### src/rtl/fp16_pool_pkg.sv
// fp16_pool_pkg: shared FP16 constants, classification/ordering helpers and
// the FSM state encoding for the max-pooling reducer.
package fp16_pool_pkg;

    localparam int          DATA_WIDTH   = 16;
    localparam logic [15:0] FP16_QNAN    = 16'h7E00;
    localparam logic [4:0]  FP16_EXP_MAX = 5'h1F;

    typedef enum logic [1:0] {
        ST_IDLE  = 2'd0,
        ST_ACCUM = 2'd1,
        ST_DONE  = 2'd2
    } pool_state_e;

    // NaN: all-ones exponent with a non-zero mantissa.
    function automatic logic fp16_is_nan(input logic [15:0] x);
        return (x[14:10] == FP16_EXP_MAX) && (x[9:0] != 10'd0);
    endfunction

    // Monotonic unsigned ordering key: negatives are bit-inverted, positives
    // get the sign bit flipped, so a plain unsigned compare orders the values.
    function automatic logic [15:0] fp16_key(input logic [15:0] x);
        return x[15] ? ~x : (x ^ 16'h8000);
    endfunction

    // Either signed zero (the ordering key alone would rank -0 below +0).
    function automatic logic fp16_is_zero(input logic [15:0] x);
        return (x[14:0] == 15'd0);
    endfunction

endpackage

### src/rtl/fp16_max2.sv
// fp16_max2: combinational two-input FP16 max for one lane.
// a_i is the running accumulator (with its sticky NaN flag), b_i the new
// element. sel_o is set when the new element replaces the accumulator;
// ties (including -0 vs +0) keep the accumulator, i.e. the earlier element.
module fp16_max2
    import fp16_pool_pkg::*;
(
    input  logic [DATA_WIDTH-1:0] a_i,
    input  logic                  a_nan_i,
    input  logic [DATA_WIDTH-1:0] b_i,
    output logic [DATA_WIDTH-1:0] y_o,
    output logic                  nan_o,
    output logic                  sel_o
);

    logic b_nan_s;
    logic both_zero_s;
    logic b_gt_s;

    // Select between accumulator and new element; NaN is sticky and wins.
    always_comb begin
        b_nan_s     = fp16_is_nan(b_i);
        both_zero_s = fp16_is_zero(a_i) && fp16_is_zero(b_i);
        b_gt_s      = !both_zero_s && (fp16_key(b_i) > fp16_key(a_i));
        y_o         = a_i;
        nan_o       = a_nan_i;
        sel_o       = 1'b0;
        if (a_nan_i) begin
            y_o   = a_i;
            nan_o = 1'b1;
            sel_o = 1'b0;
        end else if (b_nan_s) begin
            y_o   = FP16_QNAN;
            nan_o = 1'b1;
            sel_o = 1'b1;
        end else if (b_gt_s) begin
            y_o   = b_i;
            nan_o = 1'b0;
            sel_o = 1'b1;
        end else begin
            y_o   = a_i;
            nan_o = 1'b0;
            sel_o = 1'b0;
        end
    end

endmodule

### src/rtl/max_pool_unit_vec.sv
// max_pool_unit_vec: multi-lane FP16 max-pooling reducer with valid/ready
// handshakes on both sides. Each window of data_num elements (0 treated as
// 1) yields the per-lane maximum; a NaN anywhere in a lane's window forces
// that lane's result to the canonical quiet NaN.
// Optional build macro MAXPOOL_ARGMAX_EN adds the result_idx port reporting
// the per-lane 0-based position of the kept element.
module max_pool_unit_vec #(
    parameter int DATA_WIDTH    = 16,
    parameter int LANES         = 4,
    parameter int CLK_NUM_WIDTH = 8
) (
    input  logic                          clk,
    input  logic                          rst,
    input  logic [CLK_NUM_WIDTH-1:0]      data_num,
    input  logic                          in_valid,
    output logic                          in_ready,
    input  logic [LANES*DATA_WIDTH-1:0]   in_data,
    output logic                          out_valid,
    input  logic                          out_ready,
    output logic [LANES*DATA_WIDTH-1:0]   result
`ifdef MAXPOOL_ARGMAX_EN
    ,
    output logic [LANES*CLK_NUM_WIDTH-1:0] result_idx
`endif
);

    import fp16_pool_pkg::*;

    localparam logic [CLK_NUM_WIDTH-1:0] CNT_ZERO = {CLK_NUM_WIDTH{1'b0}};
    localparam logic [CLK_NUM_WIDTH-1:0] CNT_ONE  = {{(CLK_NUM_WIDTH-1){1'b0}}, 1'b1};

    pool_state_e                state_q, state_d;
    logic [CLK_NUM_WIDTH-1:0]   len_q, len_d;
    logic [CLK_NUM_WIDTH-1:0]   count_q, count_d;
    logic [CLK_NUM_WIDTH-1:0]   win_len_s;
    logic                       out_valid_q, out_valid_d;
    logic                       accept_s;
    logic                       start_s;
    logic                       step_s;

    logic [DATA_WIDTH-1:0]      acc_q [LANES];
    logic [DATA_WIDTH-1:0]      acc_d [LANES];
    logic [DATA_WIDTH-1:0]      lane_data_s [LANES];
    logic [DATA_WIDTH-1:0]      max_y_s [LANES];
    logic [LANES-1:0]           nan_q, nan_d;
    logic [LANES-1:0]           max_nan_s;
    logic [LANES-1:0]           max_sel_s;
`ifdef MAXPOOL_ARGMAX_EN
    logic [CLK_NUM_WIDTH-1:0]   idx_q [LANES];
    logic [CLK_NUM_WIDTH-1:0]   idx_d [LANES];
`endif

    assign in_ready  = ~out_valid_q | out_ready;
    assign accept_s  = in_valid & in_ready;
    assign win_len_s = (data_num == CNT_ZERO) ? CNT_ONE : data_num;
    assign out_valid = out_valid_q;

    for (genvar g = 0; g < LANES; g++) begin : g_lane
        assign lane_data_s[g] = in_data[g*DATA_WIDTH +: DATA_WIDTH];

        fp16_max2 u_max2 (
            .a_i     (acc_q[g]),
            .a_nan_i (nan_q[g]),
            .b_i     (lane_data_s[g]),
            .y_o     (max_y_s[g]),
            .nan_o   (max_nan_s[g]),
            .sel_o   (max_sel_s[g])
        );
    end

    // Window sequencing: decide whether this cycle starts a window, extends
    // it, or retires the result, and compute the next state/counters.
    always_comb begin
        state_d = state_q;
        len_d   = len_q;
        count_d = count_q;
        start_s = 1'b0;
        step_s  = 1'b0;
        case (state_q)
            ST_IDLE: begin
                if (accept_s) begin
                    start_s = 1'b1;
                end else begin
                    start_s = 1'b0;
                end
            end
            ST_ACCUM: begin
                if (accept_s) begin
                    step_s = 1'b1;
                end else begin
                    step_s = 1'b0;
                end
            end
            ST_DONE: begin
                if (out_ready && accept_s) begin
                    start_s = 1'b1;
                end else if (out_ready) begin
                    state_d = ST_IDLE;
                end else begin
                    state_d = ST_DONE;
                end
            end
            default: begin
                state_d = ST_IDLE;
            end
        endcase

        if (start_s) begin
            len_d   = win_len_s;
            count_d = CNT_ONE;
            state_d = (win_len_s == CNT_ONE) ? ST_DONE : ST_ACCUM;
        end else if (step_s) begin
            count_d = count_q + CNT_ONE;
            if ((count_q + CNT_ONE) == len_q) begin
                state_d = ST_DONE;
            end else begin
                state_d = ST_ACCUM;
            end
        end else begin
            count_d = count_q;
        end
        out_valid_d = (state_d == ST_DONE);
    end

    // Per-lane accumulator update: load on the first element, fold in the
    // max2 result on later elements, hold otherwise.
    always_comb begin
        for (int l = 0; l < LANES; l++) begin
            acc_d[l] = acc_q[l];
            nan_d[l] = nan_q[l];
`ifdef MAXPOOL_ARGMAX_EN
            idx_d[l] = idx_q[l];
`endif
            if (start_s) begin
                if (fp16_is_nan(lane_data_s[l])) begin
                    acc_d[l] = FP16_QNAN;
                    nan_d[l] = 1'b1;
                end else begin
                    acc_d[l] = lane_data_s[l];
                    nan_d[l] = 1'b0;
                end
`ifdef MAXPOOL_ARGMAX_EN
                idx_d[l] = CNT_ZERO;
`endif
            end else if (step_s) begin
                nan_d[l] = max_nan_s[l];
                if (max_sel_s[l]) begin
                    acc_d[l] = max_y_s[l];
`ifdef MAXPOOL_ARGMAX_EN
                    idx_d[l] = count_q;
`endif
                end else begin
                    acc_d[l] = acc_q[l];
                end
            end else begin
                acc_d[l] = acc_q[l];
            end
        end
    end

    // State, counters and per-lane accumulators; reset aborts any window.
    always_ff @(posedge clk or negedge rst) begin
        if (!rst) begin
            state_q     <= ST_IDLE;
            len_q       <= CNT_ONE;
            count_q     <= CNT_ZERO;
            out_valid_q <= 1'b0;
            nan_q       <= {LANES{1'b0}};
            for (int l = 0; l < LANES; l++) begin
                acc_q[l] <= {DATA_WIDTH{1'b0}};
`ifdef MAXPOOL_ARGMAX_EN
                idx_q[l] <= CNT_ZERO;
`endif
            end
        end else begin
            state_q     <= state_d;
            len_q       <= len_d;
            count_q     <= count_d;
            out_valid_q <= out_valid_d;
            nan_q       <= nan_d;
            for (int l = 0; l < LANES; l++) begin
                acc_q[l] <= acc_d[l];
`ifdef MAXPOOL_ARGMAX_EN
                idx_q[l] <= idx_d[l];
`endif
            end
        end
    end

    // Pack the registered accumulators onto the output buses.
    always_comb begin
        result = {(LANES*DATA_WIDTH){1'b0}};
`ifdef MAXPOOL_ARGMAX_EN
        result_idx = {(LANES*CLK_NUM_WIDTH){1'b0}};
`endif
        for (int l = 0; l < LANES; l++) begin
            result[l*DATA_WIDTH +: DATA_WIDTH] = acc_q[l];
`ifdef MAXPOOL_ARGMAX_EN
            result_idx[l*CLK_NUM_WIDTH +: CLK_NUM_WIDTH] = idx_q[l];
`endif
        end
    end

endmodule

### config.mk
export PLATFORM = sky130hd
export DESIGN_NAME = max_pool_unit_vec
export DESIGN_NICKNAME = d
export VERILOG_FILES = /design/src/rtl/fp16_pool_pkg.sv /design/src/rtl/fp16_max2.sv /design/src/rtl/max_pool_unit_vec.sv
export SDC_FILE = /design/constraint.sdc
export NUM_CORES = 1
export LEC_CHECK = 0
export ABC_CLOCK_PERIOD_IN_PS = 4480
export CAP_MARGIN = 20
export CORE_AREA = 2 2 115 117
export CTS_BUF_LIST = sky130_fd_sc_hd__clkbuf_4 sky130_fd_sc_hd__clkbuf_8
export DETAILED_ROUTE_END_ITERATION = 10
export DIE_AREA = 0 0 117 119
export GPL_TIMING_DRIVEN = 0
export PLACE_DENSITY_LB_ADDON = 0.25
export SLEW_MARGIN = 40
export SYNTH_ARGS = -nofsm -noshare
export SYNTH_HDL_FRONTEND = slang
export SYNTH_SLANG_ARGS = --single-unit
export TNS_END_PERCENT = 1
### constraint.sdc
create_clock -name clk -period 4.48 [get_ports clk]
set_input_delay 0.448 -clock clk [delete_from_list [all_inputs] [get_ports clk]]
set_output_delay 0.448 -clock clk [all_outputs]
set_load 0.05 [all_outputs]
Yosys cells after proc, flatten, opt, wreduce, memory -nomap -nowiden
Cells that the tools add are included.
W data, S select, Z words.
{"block": "totals", "ff_bits": 87, "inputBits": 76, "output_inout_bits": 66, "wordCells": 169}
{"block": "op_classes", "addsub": 1, "order_cmp": 4, "n_eq_ne": 13, "n_mux": 78, "bitwise_logic": 19, "reduce_logical": 45}
{"cell": "$mux W16", "n": 36}
{"cell": "$not A16 Y16", "n": 8}
{"cell": "$logic_not A15 Y1", "n": 8}
{"cell": "$gt A16 B16 Y1", "n": 4}
{"cell": "$reduce_bool A10 Y1", "n": 4}
{"cell": "$mux W1", "n": 31}
{"cell": "$mux W8", "n": 3}
{"cell": "$eq A5 B5 Y1 const B", "n": 4}
{"cell": "$reduce_and A4 Y1", "n": 4}
{"cell": "$logic_and A1 B1 Y1", "n": 13}
{"cell": "$mux W2", "n": 6}
{"cell": "$reduce_bool A3 Y1", "n": 4}
{"cell": "$reduce_bool A2 Y1", "n": 5}
{"cell": "$not A1 Y1", "n": 9}
{"cell": "$add A8 B1 Y8 const B", "n": 1}
{"cell": "$eq A8 B1 Y1 const B", "n": 1}
{"cell": "$eq A8 B8 Y1", "n": 1}
{"cell": "$logic_not A8 Y1", "n": 1}
{"cell": "$ne A2 B2 Y1 const B", "n": 4}
{"cell": "$eq A2 B2 Y1 const B", "n": 2}
{"cell": "$logic_not A1 Y1", "n": 4}
{"cell": "$pmux W2 S2", "n": 1}
{"cell": "$eq A2 B1 Y1 const B", "n": 1}
{"cell": "$logic_not A2 Y1", "n": 1}
{"cell": "other kinds (4)", "n": 4}

Longest topological paths before layout
Gate-level depths: netlist of the first run.
{"block": "depth", "depth_word": 10, "mapped_depth": 11, "depth_no_buf": 8}

By module
From an unflattened synthesis of the first run, not the netlist that was laid out.
{"block": "hier_totals", "hier_cells": 938, "area_unflattened_um2": 8266.7}
{"mod": "max_pool_unit_vec", "n_inst": 1, "cells_each": 483, "area_each_um2": 4480.5, "seq_area_each_um2": 2178.3}
{"mod": "fp16_max2 at g_lane[1].u_max2 ...", "n_inst": 3, "cells_each": 109, "area_each_um2": 920.9, "seq_area_each_um2": 0.0}
{"mod": "fp16_max2 at g_lane[0].u_max2", "n_inst": 1, "cells_each": 128, "area_each_um2": 1023.5, "seq_area_each_um2": 0.0}

Least setup slack after synthesis of the first run
OpenSTA, ideal clock, no wires.
{"block": "synth_timing", "path_type": "reg2reg", "startpoint": "register acc_q, in the netlist result[63]", "endpoint": "register acc_q, in the netlist result[53]", "setup_ns": 0.121, "arrival_ns": 3.510, "required_time_ns": 4.359, "setup_slack_ns": 0.849, "stages_incl_launch_ff": 12, "path_buffers": 3, "synth_period_minus_slack_ns": 3.631, "cell_sequence": "dfrtp_1 clkbuf_1 buf_1 xnor2_1 ha_1 nand4_1 or4_1 a21o_1 a311oi_4 nor3_2 buf_6 a22o_1"}
{"block": "synth_between", "elab_chain_len": 9, "word_cells_on_any_way": 11, "classes_between": "order compare (1); mux (4); bitwise (2); reduce/logical (4)"}
{"item": "start: declaration", "line": "max_pool_unit_vec.sv:41", "text": "logic [DATA_WIDTH-1:0] acc_q [LANES];"}
{"item": "start signal: indexed assignment", "line": "max_pool_unit_vec.sv:170", "text": "acc_q[l] <= {DATA_WIDTH{1'b0}};"}
{"item": "start signal: indexed assignment", "line": "max_pool_unit_vec.sv:182", "text": "acc_q[l] <= acc_d[l];"}
{"item": "$not A1 Y1 (no line) or $not A16 Y16 (tied branches)"}
{"item": "$mux W16 *", "line": "fp16_pool_pkg.sv:23", "text": "return x[15] ? ~x : (x ^ 16'h8000);"}
{"item": "$gt A16 B16 Y1 *", "line": "fp16_max2.sv:24", "text": "b_gt_s = !both_zero_s && (fp16_key(b_i) > fp16_key(a_i));"}
{"item": "$logic_and A1 B1 Y1 *", "line": "fp16_max2.sv:24"}
{"item": "$mux W1", "line": "fp16_max2.sv:36", "text": "end else if (b_gt_s) begin"}
{"item": "$mux W1", "line": "fp16_max2.sv:32", "text": "end else if (b_nan_s) begin"}
{"item": "$mux W1", "line": "fp16_max2.sv:28", "text": "if (a_nan_i) begin"}
{"item": "$reduce_bool A2 Y1 (no line)"}
{"item": "$reduce_and A4 Y1 (no line) *"}
Every way passes the cells marked *; elsewhere a longest branch is shown, timed or not.
A chain may end at the register's enable or synchronous reset.

Worst setup path in the final report of the first run
{"block": "layout_timing", "startpoint": "register acc_q, in the netlist result[63]", "endpoint": "register acc_q, in the netlist result[55]"}
Same word-level chain as after synthesis.

==> impl_metrics.toml, run 1 <==
[synthesis]
yosysTopAreaCell = "dfrtp_1"
netlist_area_um2 = 6770
syn-num-nets = 860
yosysSeqAreaShare_pct = 32.2
synth.yosys.warnings = 0
synthTopCellsByArea = "dfrtp_1, ha_1, xnor2_1, xor2_1, nand2_1"
async_reset_ff_share_pct = 100
synth_edf_count = 0
avgSynthCellArea_um2 = 9.41
synthDominantCellAreaShare_pct = 31.8
synthesis.instances = 719
synth_flop_cell = "dfrtp_1"
synthDistinctLibCells = 55
ys_ff_latch = 87

[sta]
hold_viol = 0
setup_viol = 0
fmax_ghz = 0.262
finalClockSkew_ns = 0.0129
fin_crit_sh_pct = 85.4
slew_headroom_pct = 47.0
rsz0062_at_grt = "no"
worst_slew_pin_slew_ns = 0.791
setup_ws_ns = 0.656
fin_crit_ns = 3.82
drv_slew = 0

[grt]
grt_max_degree = 54
grt_pass1_vias = 6408
antenna_found_initial = 0
grt.total_usage_pct = 26.8
grt_pass1_wl_um = 30000
grt-ovfl-total = 0

[status]
outcome = "finished, final reports clean"

[final_layout]
final_nets = 1010
final_common_cell = "clkdlybuf4s50_1"
area_growth_pct = 27.0
layout-drive-gt1-share_pct = 4.93
final_cell_mix = "clkdlybuf4s50_1, nand2_1, dfrtp_1"
utilization_pct = 66.7
diodes = 0

[hold_path]
hold_path_depth = 2
min_from = "nan_q[1]"
worstHoldPathType = "flip-flop to flip-flop"
holdPathEnd = "nan_q[1]"

[worst_setup_path]
criticalPathCategory = "flip-flop to flip-flop"
reg2reg_depth = 11
worst_ep_required_time_ns = 4.76
r2r_start = "result[63]"
r2r_end = "result[55]"
rrSetupSlack_ns = 0.66
start_kind = "flip-flop"
cp-end-kind = "flip-flop"
crit_path_max_fanout = 10
crit_arrival_ns = 4.10

[placement]
finalWeightedCongestion = 0.922
place_hpwl_um = 13800
pre_cts_ws_ns = 0.600
portBuffers = 137

[routing]
ant_nets = 0
routed_wl_um = 18000
vias = 6074
dr.pass1.iters = 5
wl_per_cell_um = 17.2
routed_via_density = 5.79
drc = 0
drt_iter0_drc = 328

[flow_run]
drv_cap = 0

[clock_network]
ctsResizeCount = 0
clock_path_buffers = 2
cts_tree = "done"
clock-sinks = 87
post_cts_buffers = 0
cts_made_buffers = 9
root_buffer = "clkbuf_8"
clk_pin_slew_ns = 0.09
cts_hold_buffers = 1
insertion_delay_ns = 0.38
cts-htree-levels = 3

[floorplanning]
die_area_um2 = 13900
rows = 42
io_pins = 142
core_um2 = 12900
die_w_um = 117
start_util_pct = 52.6
fp.dieH_um = 119

[power]
ir_drop_mv = 0.444
power.total_mw = 6.96
power_density_nw_per_um2 = 810
p_leak_nw = 3.75
## cells in the mapped netlist, types with 3 or more instances
| cell | instances |
|---|---|
| or4_1 | 6 |
| nor4_1 | 31 |
| o22ai_2 | 5 |
| mux2_2 | 3 |
| nand4_1 | 17 |
| nor2_1 | 22 |
| o2bb2ai_1 | 3 |
| or3_1 | 3 |
| dfrtp_1 | 86 |
| mux2i_1 | 22 |
| nand3_1 | 20 |
| xnor2_1 | 68 |
| and3_1 | 10 |
| inv_1 | 13 |
| a221o_1 | 6 |
| a211oi_1 | 3 |
| ha_1 | 65 |
| nand2_1 | 92 |
| xor2_1 | 66 |
| buf_1 | 4 |
| mux2_4 | 5 |
| o21ai_0 | 21 |
| buf_2 | 3 |
| a21o_1 | 5 |
| a21oi_1 | 32 |
| nor3_1 | 4 |
| nand2b_1 | 10 |
| a22o_1 | 15 |
| a32o_1 | 9 |
| clkbuf_1 | 23 |
| nor2b_1 | 11 |
| o211ai_1 | 7 |
## routing by layer
| metal | track usage [%] | part of all wire (%) | vias up | wire [um] |
|---|---|---|---|---|
| met5 | 0 | 0 | - | 0 |
| met1 | 34.0 | 44 | 2973 | 7860 |
| met3 | 3.21 | 4.0 | 33 | 723 |
| met2 | 46.0 | 50 | 167 | 9030 |
| li1 | - | - | 2901 | - |
| met4 | 11.0 | 2.3 | 0 | 408 |
## kinds of logic after synthesis
| logic type | synth area share [%] |
|---|---|
| flops | 32.2 |
| simple gates | 17.3 |
| xor+xnor | 17.3 |
| compound gates | 13.3 |
| mux | 5.20 |
| buf+inv | 2.72 |
| fa+ha+maj | 12.0 |
## worst max path at each step
| stage | to | startpoint | slack, ns |
|---|---|---|---|
| finish | result[55] | result[63] | 0.66 |
| global route | result[51] | result[63] | 0.41 |
| CTS | result[55] | result[63] | 0.67 |
| detailed placement | result[55] | in_data[63] | 0.60 |
| global placement | result[37] | rst | -0.28 |
| floorplan | result[53] | result[63] | 0.85 |
## worst max-delay path: stages (launching register included)
cell,delay [ns]
dfrtp_1,0.39
clkbuf_1,0.37
buf_1,0.59
xnor2_1,0.17
ha_1,0.34
nand4_1,0.13
or4_1,0.58
a21o_1,0.21
a311oi_4,0.41
nor3_2,0.15
buf_6,0.19
a22o_1,0.19
## through the flow
stage	setup TNS (ns)	hold slack [ns]	cell area, um2	std cells
floorplan	0	0.152	6770	719
global placement	-23.05	0.455	8360	1032
CTS	0	0.481	8590	1049
finish	0	0.475	8590	1049
detailed placement	0	0.372	8390	1033
global route	0	0.510	8590	1049
## state kept, by name, indices dropped and copies added (netlist names)
signal,flops
state_q,2
result,64
count_q,8
nan_q,4
out_valid,1
len_q,8
## cell type report
cell class              instances  area, um2
multi-input cells             587       4400
fillers                      1047       4280
flip-flops and latches         87       2180
repair buffers                139       1410
well taps                     176        220
clock buffers                  11        151
plain buffers                  32        135
inverters                      13       48.8
clock inverters                 4       45.0
## power breakdown
group / internal, mW / switching, mW / total (mW)
registers: 1.15 / 0.457 / 1.61
clock network: 0.283 / 0.294 / 0.577
logic: 1.98 / 2.79 / 4.77
total: 3.42 / 3.54 / 6.96
(Power assumes the default switching activity.)
==> run 2, diff against run 1 <==
--- a/config.mk
+++ b/config.mk
@@ -13,7 +13,7 @@
 export DIE_AREA = 0 0 117 119
 export GPL_TIMING_DRIVEN = 0
 export PLACE_DENSITY_LB_ADDON = 0.25
-export SLEW_MARGIN = 40
+export SLEW_MARGIN = 20
 export SYNTH_ARGS = -nofsm -noshare
 export SYNTH_HDL_FRONTEND = slang
 export SYNTH_SLANG_ARGS = --single-unit
==> impl_metrics.toml, run 2 (synthesis results as in run 1) <==
[floorplanning]
core_um2 = 12900
fp.dieH_um = 119
die_w_um = 117
die_area_um2 = 13900
rows = 42
io_pins = 142
start_util_pct = 52.6

[hold_path]
worstHoldPathType = "input pin to asynchronous set/reset pin"

[worst_setup_path]
critPathMaxStageDelay_ns = 0.60
worst_ep_required_time_ns = 4.75
crit_arrival_ns = 4.09
criticalPathCategory = "flip-flop to flip-flop"
slowest_stage = "buf_1"
start_kind = "flip-flop"
cp-end-kind = "flip-flop"
crit_path_max_fanout = 10
path_cells = "clkbuf_1 -> buf_1 -> xnor2_1 -> ha_1 -> nand4_1 -> or4_1 -> a21o_1 -> a311oi_4 -> nor3_2 -> buf_6 -> a22o_1"

[final_layout]
final_nets = 1009
largest_reg_flops = 64
layout-drive-gt1-share_pct = 4.93
final_cell_mix = "clkdlybuf4s50_1, nand2_1, dfrtp_1"
final_common_cell = "clkdlybuf4s50_1"
area_growth_pct = 26.8
utilization_pct = 66.6
diodes = 0

[grt]
grt_pass1_vias = 6330
antenna_found_initial = 0
grt.total_usage_pct = 26.7
grt-ovfl-total = 0
grt_pass1_wl_um = 29800
grt_max_degree = 54

[clock_network]
ctsResizeCount = 0
post_cts_buffers = 0
insertion_delay_ns = 0.38
cts_made_buffers = 9
cts_hold_buffers = 0
cts-htree-levels = 3
clock_path_buffers = 2
cts_tree = "done"
clock-sinks = 87
root_buffer = "clkbuf_8"
clk_pin_slew_ns = 0.09

[status]
outcome = "finished, final reports clean"

[routing]
ant_nets = 0
drt_iter0_drc = 316
routed_wl_um = 18000
dr.pass1.iters = 6
vias = 6083
drc = 0
wl_per_cell_um = 17.2
routed_via_density = 5.80

[power]
power.total_mw = 6.96
ir_drop_mv = 0.455
power_density_nw_per_um2 = 811
p_leak_nw = 3.74

[placement]
finalWeightedCongestion = 0.922
place_hpwl_um = 13800
portBuffers = 137

[sta]
finalClockSkew_ns = 0.00987
setup_viol = 0
hold_viol = 0
fmax_ghz = 0.262
holdWs_ns = 0.0342
rsz0062_at_grt = "no"
fin_crit_sh_pct = 85.1
drv_slew = 0
worst_slew_pin_slew_ns = 0.803
slew_headroom_pct = 46.2
fin_crit_ns = 3.81

[flow_run]
drv_cap = 0
run 2: cell types whose count changed in the layout (fill, tap and decap cells not counted), sizes merged:
| cell | change |
|---|---|
| dlygate4sd3 | -1 |
run 2: path summary, 6_finish.rpt:
| kind | from | end | slack (ns) | cells past startpoint |
|---|---|---|---|---|
| setup / recovery | result[63] | result[55] | 0.67 | 11 |
| max in group asynchronous | rst | len_q[0] | 3.76 | 2 |
| setup reg to reg | result[63] | result[55] | 0.67 | 11 |
| min in group clk | nan_q[1] | nan_q[1] | 0.48 | 2 |
| hold / removal | rst | result[0] | 0.03 | 1 |
| hold reg to reg | nan_q[1] | nan_q[1] | 0.48 | 2 |
run 2: area by class of cell:
type / instances / area, um2
sequential: 87 / 2180
clock inverter: 4 / 45.0
buffer: 32 / 135
clock buffer: 11 / 151
inverter: 13 / 48.8
multi-input combinational: 587 / 4400
fill: 1035 / 4300
timing repair buffer: 138 / 1400
tap: 176 / 220
run 2: power by group:
group	switching [mW]	internal (mW)
Clock	0.298	0.283
Sequential	0.456	1.15
Combinational	2.79	1.98
Total	3.54	3.42
run 2: stage by stage:
stage	cells	setup TNS [ns]	area (um2)	worst slack [ns]
CTS	1048	0	8580	0.701
global placement	1032	-23.05	8360	-0.276
detailed placement	1033	0	8380	0.565
floorplan	719	0	6770	0.849
finish	1048	0	8580	0.666
global route	1048	0	8580	0.449
run 2: per-layer routing:
layer | wire [um] | vias up | global-route usage [%]
met5 | 0 | - | 0
met4 | 376 | 0 | 9.41
met3 | 770 | 31 | 3.66
met2 | 8900 | 170 | 45.3
met1 | 7930 | 2988 | 34.7
li1 | - | 2894 | -
run 2: worst max-delay path: cells and delay by family, from the launching register on:
family,cells,cell delay [ns]
AOI/OAI and AO/OA,3,0.80
adders and majority gates,1,0.34
DFF,1,0.39
buffers and inverters,3,1.16
xor gates and xnor gates,1,0.14
and+or+nand+nor,3,0.87
==> run 3, diff against run 2 <==
--- a/config.mk
+++ b/config.mk
@@ -7,10 +7,13 @@
 export LEC_CHECK = 0
 export ABC_CLOCK_PERIOD_IN_PS = 4480
 export CAP_MARGIN = 20
-export CORE_AREA = 2 2 115 117
+export CELL_PAD_IN_SITES_DETAIL_PLACEMENT = 0
+export CELL_PAD_IN_SITES_GLOBAL_PLACEMENT = 1
+export CORE_AREA = 8 8 138 140
 export CTS_BUF_LIST = sky130_fd_sc_hd__clkbuf_4 sky130_fd_sc_hd__clkbuf_8
+export CTS_CLUSTER_DIAMETER = 60
 export DETAILED_ROUTE_END_ITERATION = 10
-export DIE_AREA = 0 0 117 119
+export DIE_AREA = 0 0 146 148
 export GPL_TIMING_DRIVEN = 0
 export PLACE_DENSITY_LB_ADDON = 0.25
 export SLEW_MARGIN = 20
==> impl_metrics.toml, run 3 (synthesis results as in run 1) <==
[status]
outcome = "finished, final reports clean"

[final_layout]
largest_reg_flops = 64
num-fill-cells = 1614
area_growth_pct = 27.6
final_common_cell = "clkdlybuf4s50_1"
final_nets = 1010
final_cell_mix = "clkdlybuf4s50_1, nand2_1, dfrtp_1"
diodes = 0
layout-drive-gt1-share_pct = 5.03

[clock_network]
clk_pin_slew_ns = 0.09
cts_tree = "done"
ctsResizeCount = 0
clock-sinks = 87
clock_path_buffers = 2
insertion_delay_ns = 0.37
root_buffer = "clkbuf_8"
cts_made_buffers = 9
post_cts_buffers = 0
cts-htree-levels = 3
cts_hold_buffers = 1

[worst_setup_path]
worst_ep_required_time_ns = 4.74
start_kind = "flip-flop"
rrSetupSlack_ns = 0.65
cp-end-kind = "flip-flop"
reg2reg_depth = 11
worst-path-buf-inv = 3
r2r_end = "result[52]"
slowest_stage = "or4_1"
criticalPathCategory = "flip-flop to flip-flop"
crit_path_max_fanout = 10
r2r_start = "result[63]"
cp_top_family = "buffers and inverters"
crit_arrival_ns = 4.09
path_cells = "clkbuf_1 -> buf_1 -> xnor2_1 -> ha_1 -> nand4_1 -> or4_1 -> a21o_1 -> a311oi_4 -> nor3_2 -> buf_6 -> a22o_1"
critPathMaxStageDelay_ns = 0.60

[sta]
rsz0062_at_grt = "no"
setup_viol = 0
drv_slew = 0
finalClockSkew_ns = 0.00894
slew_headroom_pct = 46.1
fmax_ghz = 0.261
tns_ns = 0
holdWs_ns = 0.479
fin_crit_ns = 3.83
hold_viol = 0
fin_crit_sh_pct = 85.4
worst_slew_pin_slew_ns = 0.805

[routing]
vias = 5968
wl_per_cell_um = 17.7
routed_via_density = 5.43
ant_nets = 0
drc = 0
dr.pass1.iters = 4
routed_wl_um = 19500
drt_iter0_drc = 218

[grt]
grt_pass1_vias = 6569
antenna_found_initial = 0
grt_pass1_wl_um = 32400
grt.total_usage_pct = 18.1
grt-ovfl-total = 0
grt_max_degree = 53

[flow_run]
drv_cap = 0

[hold_path]
worstHoldPathType = "flip-flop to flip-flop"
min_from = "nan_q[1]"
hold_path_depth = 2
holdPathEnd = "nan_q[1]"

[floorplanning]
fp.dieH_um = 148
core_um2 = 16900
io_pins = 142
start_util_pct = 40.0
die_area_um2 = 21600
die_w_um = 146
rows = 48

[placement]
portBuffers = 137
place_hpwl_um = 15100
finalWeightedCongestion = 0.845

[power]
p_leak_nw = 3.74
power.total_mw = 6.89
ir_drop_mv = 0.368
power_density_nw_per_um2 = 797
## run 3: cell types whose count changed in the layout (fill, tap and decap cells not counted), sizes merged
cell	change
clkinv	+1
bufinv	-1
clkbuf	+1
dlygate4sd3	+1
## run 3: layout make-up
class	count	area, um2	area share [%]
Multi-Input combinational cell	587	4400	51.0
Inverter	13	48.8	0.565
Tap cell	225	282	3.26
Clock buffer	12	159	1.84
Timing Repair Buffer	139	1410	16.3
Buffer	32	135	1.56
Sequential cell	87	2180	25.2
Clock inverter	4	20.0	0.232
## run 3: where the power goes
part | switching [mW] | total, mW | internal (mW) | leakage, nW
combinational | 2.77 | 4.75 | 1.98 | 2.58
clock | 0.299 | 0.534 | 0.235 | 0.0993
sequential | 0.454 | 1.61 | 1.15 | 1.06
## run 3: worst max path at each step
stage	startpoint	endpoint	cells after the start
finish	result[63]	result[52]	11
global route	result[63]	result[51]	11
CTS	result[63]	result[53]	11
detailed placement	in_data[63]	result[53]	11
global placement	rst	result[37]	1
floorplan	result[63]	result[53]	11
## run 3: layer usage
| layer | global-route usage, % | vias to the layer above | routed length, um |
|---|---|---|---|
| met2 | 32.2 | 151 | 9760 |
| met1 | 21.5 | 2914 | 8580 |
| li1 | - | 2882 | - |
| met5 | 0 | - | 0 |
| met4 | 6.23 | 0 | 249 |
| met3 | 3.52 | 21 | 904 |
## run 3: worst register-to-register path, cell delays in order, from the launching register on
cell	delay, ns
dfrtp_1	0.40
clkbuf_1	0.36
buf_1	0.59
xnor2_1	0.14
ha_1	0.34
nand4_1	0.16
or4_1	0.60
a21o_1	0.21
a311oi_4	0.40
nor3_2	0.15
buf_6	0.19
a22o_1	0.18
## run 3: through the flow
step                utilization (%)  worst slack, ns  cells  instance area, um2
finish                         51.0            0.655   1099                8640
global route                   51.0            0.381   1099                8640
CTS                            51.0            0.641   1099                8640
detailed placement             49.9            0.504   1082                8450
global placement               49.7           -0.429   1081                8420
floorplan                         -            0.849    719                6770
